**src/rtl/id_ex_stage.sv**
```systemverilog
// ID/EX pipeline register with load-use hazard detection and flush/stall bubble insertion.
// Optional HAZARD_STATS_EN adds free-running stall/flush event counters.
module id_ex_stage #(
    parameter int unsigned DATA_W  = 32,
    parameter int unsigned ALUOP_W = 4
) (
    input  logic               clk,
    input  logic               rst_n,
    input  logic               hold,
    input  logic               flush,
    input  logic               id_valid,
    input  logic [DATA_W-1:0]  id_pc_plus4,
    input  logic [DATA_W-1:0]  id_rs_data,
    input  logic [DATA_W-1:0]  id_rt_data,
    input  logic [DATA_W-1:0]  id_imm,
    input  logic [4:0]         id_rs,
    input  logic [4:0]         id_rt,
    input  logic [4:0]         id_rd,
    input  logic               id_uses_rs,
    input  logic               id_uses_rt,
    input  logic               id_RegWrite,
    input  logic               id_MemRead,
    input  logic               id_MemWrite,
    input  logic               id_MemToReg,
    input  logic               id_ALUSrc,
    input  logic               id_RegDst,
    input  logic [ALUOP_W-1:0] id_ALUOp,
    output logic               stall,
    output logic               id_ex_valid,
    output logic [DATA_W-1:0]  id_ex_pc_plus4,
    output logic [DATA_W-1:0]  id_ex_rs_data,
    output logic [DATA_W-1:0]  id_ex_rt_data,
    output logic [DATA_W-1:0]  id_ex_imm,
    output logic [4:0]         id_ex_Rs,
    output logic [4:0]         id_ex_Rt,
    output logic [4:0]         id_ex_RegWriteAddr,
    output logic               id_ex_RegWrite,
    output logic               id_ex_MemRead,
    output logic               id_ex_MemWrite,
    output logic               id_ex_MemToReg,
    output logic               id_ex_ALUSrc,
    output logic [ALUOP_W-1:0] id_ex_ALUOp
`ifdef HAZARD_STATS_EN
    ,
    output logic [31:0]        stall_count,
    output logic [31:0]        flush_count
`endif
);

    logic rs_hit;
    logic rt_hit;
    logic bubble;
    logic ctl_ok;

    assign rs_hit = id_uses_rs && (id_rs == id_ex_Rt);
    assign rt_hit = id_uses_rt && (id_rt == id_ex_Rt);

    always_comb begin
        stall = !hold && !flush && id_valid && id_ex_valid && id_ex_MemRead &&
                (id_ex_Rt != 5'd0) && (rs_hit || rt_hit);
    end

    assign bubble = flush || stall;
    // Side-effecting controls survive only for a real, non-squashed instruction.
    assign ctl_ok = id_valid && !bubble;

    always_ff @(posedge clk or negedge rst_n) begin
        if (!rst_n) begin
            id_ex_valid        <= 1'b0;
            id_ex_pc_plus4     <= '0;
            id_ex_rs_data      <= '0;
            id_ex_rt_data      <= '0;
            id_ex_imm          <= '0;
            id_ex_Rs           <= '0;
            id_ex_Rt           <= '0;
            id_ex_RegWriteAddr <= '0;
            id_ex_RegWrite     <= 1'b0;
            id_ex_MemRead      <= 1'b0;
            id_ex_MemWrite     <= 1'b0;
            id_ex_MemToReg     <= 1'b0;
            id_ex_ALUSrc       <= 1'b0;
            id_ex_ALUOp        <= '0;
        end else if (!hold) begin
            id_ex_valid        <= ctl_ok;
            id_ex_pc_plus4     <= bubble ? '0 : id_pc_plus4;
            id_ex_rs_data      <= bubble ? '0 : id_rs_data;
            id_ex_rt_data      <= bubble ? '0 : id_rt_data;
            id_ex_imm          <= bubble ? '0 : id_imm;
            id_ex_Rs           <= bubble ? 5'd0 : id_rs;
            id_ex_Rt           <= bubble ? 5'd0 : id_rt;
            id_ex_RegWriteAddr <= bubble ? 5'd0 : (id_RegDst ? id_rd : id_rt);
            id_ex_RegWrite     <= id_RegWrite && ctl_ok;
            id_ex_MemRead      <= id_MemRead && ctl_ok;
            id_ex_MemWrite     <= id_MemWrite && ctl_ok;
            id_ex_MemToReg     <= !bubble && id_MemToReg;
            id_ex_ALUSrc       <= !bubble && id_ALUSrc;
            id_ex_ALUOp        <= bubble ? '0 : id_ALUOp;
        end
    end

`ifdef HAZARD_STATS_EN
    always_ff @(posedge clk or negedge rst_n) begin
        if (!rst_n) begin
            stall_count <= '0;
            flush_count <= '0;
        end else if (!hold) begin
            if (stall) stall_count <= stall_count + 32'd1;
            if (flush) flush_count <= flush_count + 32'd1;
        end
    end
`endif

endmodule
```
**config.mk**
```make
export PLATFORM = sky130hd
export DESIGN_NAME = id_ex_stage
export DESIGN_NICKNAME = d
export VERILOG_FILES = /design/src/rtl/id_ex_stage.sv
export SDC_FILE = /design/constraint.sdc
export NUM_CORES = 1
export LEC_CHECK = 0
export ABC_AREA = 1
export CORE_ASPECT_RATIO = 1.4
export CORE_MARGIN = 8
export CORE_UTILIZATION = 37
export DETAILED_ROUTE_END_ITERATION = 7
export HOLD_SLACK_MARGIN = 0.05
export PLACE_DENSITY = 0.86
export RECOVER_POWER = 100
export SKIP_LAST_GASP = 1
export SLEW_MARGIN = 20
export SYNTH_ARGS = -nofsm -noshare
export SYNTH_HDL_FRONTEND = slang
export SYNTH_SLANG_ARGS = --single-unit
```
**constraint.sdc**
```tcl
create_clock -name clk -period 1.6 [get_ports clk]
set_clock_uncertainty 0.1 [all_clocks]
set_input_delay 0.4 -clock clk [delete_from_list [all_inputs] [get_ports clk]]
set_output_delay 0.4 -clock clk [all_outputs]
set_load 0.02 [all_outputs]
```
==> out/qor.csv <==
metric;value;unit
final_antenna_net_count;0;
power.leakage;5.73;nW
pre_cts_slack;-0.969;ns
fmax;493;MHz
start_kind;register;
outcome;complete, but fails checks;
wl;26100;µm
nFillCells;1293;
via_per_inst;4.92;
area_growth;76.2;%
worst-path-max-fanout;4;
ys_ff_latch;153;
antenna_found_initial;0;
grt_pass1_vias;6917;
remaining_drc_errors;0;
htreeDepth;4;
rows;57;
cts_buffer_depth;2;
yosys.cell_types.count;16;
port_buffers;313;
io_pins;314;
gp_congestion;0.916;
die_w;127;µm
slew_viol_final;0;
rsz0062_at_grt;true;
grt_pass1_wl;38600;µm
setup_slack;-0.427;ns
yosys.area_share.simple;0.335;
synth_area;6430;µm²
min_period;2.03;ns
grt_overflow_total;0;
cp_data_arrival_time;1.53;ns
placed_area;10100;µm²
fin_nets;1246;
synth_compound_area_frac;0.0140;
worst_pin_slew;0.842;ns
synthAdderAreaFrac;0;
grt_max_degree;81;
tritoncts;built;
vias;6570;
die-area;21900;µm²
post_drt_wl_per_cell;19.6;µm
synth.area.mux_share;0.00156;
setup_viol;155;
syn_avg_cell_area;8.92;µm²
hold_path_class;input port to register;
cts.clk_slew.worst_paths;0.06;ns
ys_warn_count;0;
clock-root-buffer;clkbuf_16;
synth-xor-area-share;0;
synth_fp_nets;881;
insertion_delay;0.41;ns
max_slew_margin;0.439;
drv_cap;0;
required;1.10;ns
finalHoldViolations;0;
crit_type;register to output port;
dieHeight;172;µm
layout_common_cells;nand2_1 (320), clkdlybuf4s50_1 (153), dfrtp_1 (148);
numCtsBuffers;17;
syn_inst;721;
layout-drive-gt1-share;0.311;
dp_hpwl;16400;µm
violations;setup timing;
layout_commonest_cell;nand2_1;
final.setup.tns;-38.64;ns
total_power;10.3;mW
cts_num_sinks;153;
grtUsageTotal;0.231;
finalCritPeriodShare;1.27;
peakVddDrop;0.748;mV
core_region_area;17200;µm²
seq_area_frac_synth;0.595;
drt_iter0_markers;412;
antenna_cells;0;
synth_top_family_by_area;simple AND/OR/NAND/NOR gates;
utilization;0.659;
start_util;0.374;
dr.pass1.iters;4;
stdcell_area;11300;µm²
end_kind;output port;
power_density;913;nW/µm²
==> where the power goes <==
group	switching [mW]	total (mW)	internal (mW)
clock network	1.72	3.94	2.22
registers	0.184	4.35	4.17
logic	1.11	2.05	0.945
total	3.01	10.3	7.34
==> stage by stage <==
stage	cells	hold slack [ns]
4_1_cts	1325	0.240
2_1_floorplan	721	0.00441
3_3_place_gp	1272	0.177
6_report	1335	0.256
3_5_place_dp	1272	0.176
5_1_grt	1335	0.250
==> routing by layer <==
metal / GRT usage / wire, µm / vias to the layer above
li1: - / - / 3045
met1: 0.240 / 9380 / 3115
met2: 0.406 / 13300 / 342
met3: 0.0759 / 2330 / 68
met4: 0.129 / 1130 / 0
met5: 0 / 0 / -
==> registers in the layout, summed over array words and instances (netlist names) <==
| signal | flops |
|---|---|
| id_ex_ALUSrc | 1 |
| id_ex_rt_data | 32 |
| id_ex_Rs | 5 |
| id_ex_valid | 1 |
| id_ex_pc_plus4 | 32 |
| id_ex_MemWrite | 1 |
| id_ex_rs_data | 32 |
| id_ex_RegWriteAddr | 5 |
| id_ex_imm | 32 |
| id_ex_MemToReg | 1 |
| id_ex_ALUOp | 4 |
| id_ex_MemRead | 1 |
| id_ex_Rt | 5 |
| id_ex_RegWrite | 1 |
==> area by class of cell <==
type / instances / area (µm²) / share of cell area
clock inverter: 14 / 138 / 0.0121
tap: 236 / 295 / 0.0261
multi-input combinational: 501 / 2460 / 0.217
timing repair buffer: 394 / 4080 / 0.360
sequential: 153 / 3830 / 0.338
inverter: 19 / 83.8 / 0.00740
clock buffer: 18 / 439 / 0.0388
==> timing repair <==
| item | in CTS | in global routing |
|---|---|---|
| pin swaps | 11 | 5 |
| hold buffers | 1 | 0 |
| gates resized for setup | 518 | 118 |
| cloned | 14 | 5 |
| hold endpoints to repair | 101 | 0 |
| setup buffers | 7 | 8 |
| setup endpoints to repair | 300 | 223 |
==> final timing paths <==
| kind | startpoint | end | slack [ns] | cells after the start |
|---|---|---|---|---|
| max reg2reg | id_ex_Rt[3]$_DFFE_PN0N_ | id_ex_Rt[0]$_DFFE_PN0N_ | -0.34 | 11 |
| max | id_ex_Rt[3]$_DFFE_PN0N_ | stall | -0.43 | 8 |
| min reg2reg | id_ex_rs_data[28]$_DFFE_PN0N_ | id_ex_rs_data[28]$_DFFE_PN0N_ | 0.38 | 2 |
| min in group asynchronous | rst_n | id_ex_rs_data[11]$_DFFE_PN0N_ | 0.45 | 2 |
| max in group asynchronous | rst_n | id_ex_rs_data[0]$_DFFE_PN0N_ | 0.14 | 3 |
| min | hold | id_ex_Rt[2]$_DFFE_PN0N_ | 0.26 | 4 |
==> cell usage after synthesis <==
| master | number | area, µm² |
|---|---|---|
| buf_2 | 17 | 85.1 |
| buf_4 | 1 | 7.51 |
| buf_6 | 10 | 113 |
| clkbuf_1 | 20 | 75.1 |
| clkinv_1 | 1 | 3.75 |
| dfrtp_1 | 153 | 3830 |
| inv_1 | 13 | 48.8 |
| inv_2 | 5 | 18.8 |
| mux2i_1 | 1 | 10.0 |
| nand2_1 | 327 | 1230 |
| nand2_4 | 1 | 11.3 |
| nand3_1 | 110 | 551 |
| nand3_2 | 30 | 300 |
| nand4_1 | 4 | 25.0 |
| nor2_1 | 10 | 37.5 |
| o21ai_0 | 18 | 90.1 |
==> worst max-delay path, cell delays in order, from the launching register on <==
cell and delay [ns]:
dfrtp_2 0.44, inv_4 0.08, buf_6 0.08, nand4_1 0.10, nand3_1 0.11, inv_2 0.06
nand2_4 0.07, clkinv_4 0.04, buf_6 0.12
==> cells by family after synthesis <==
kind of cell / count (synthesis)
DFF: 153
buffers and inverters: 67
and+or+nand+nor: 482
AOI/OAI and AO/OA: 18
muxes: 1
Note: power is estimated with default switching activity, not from simulation.
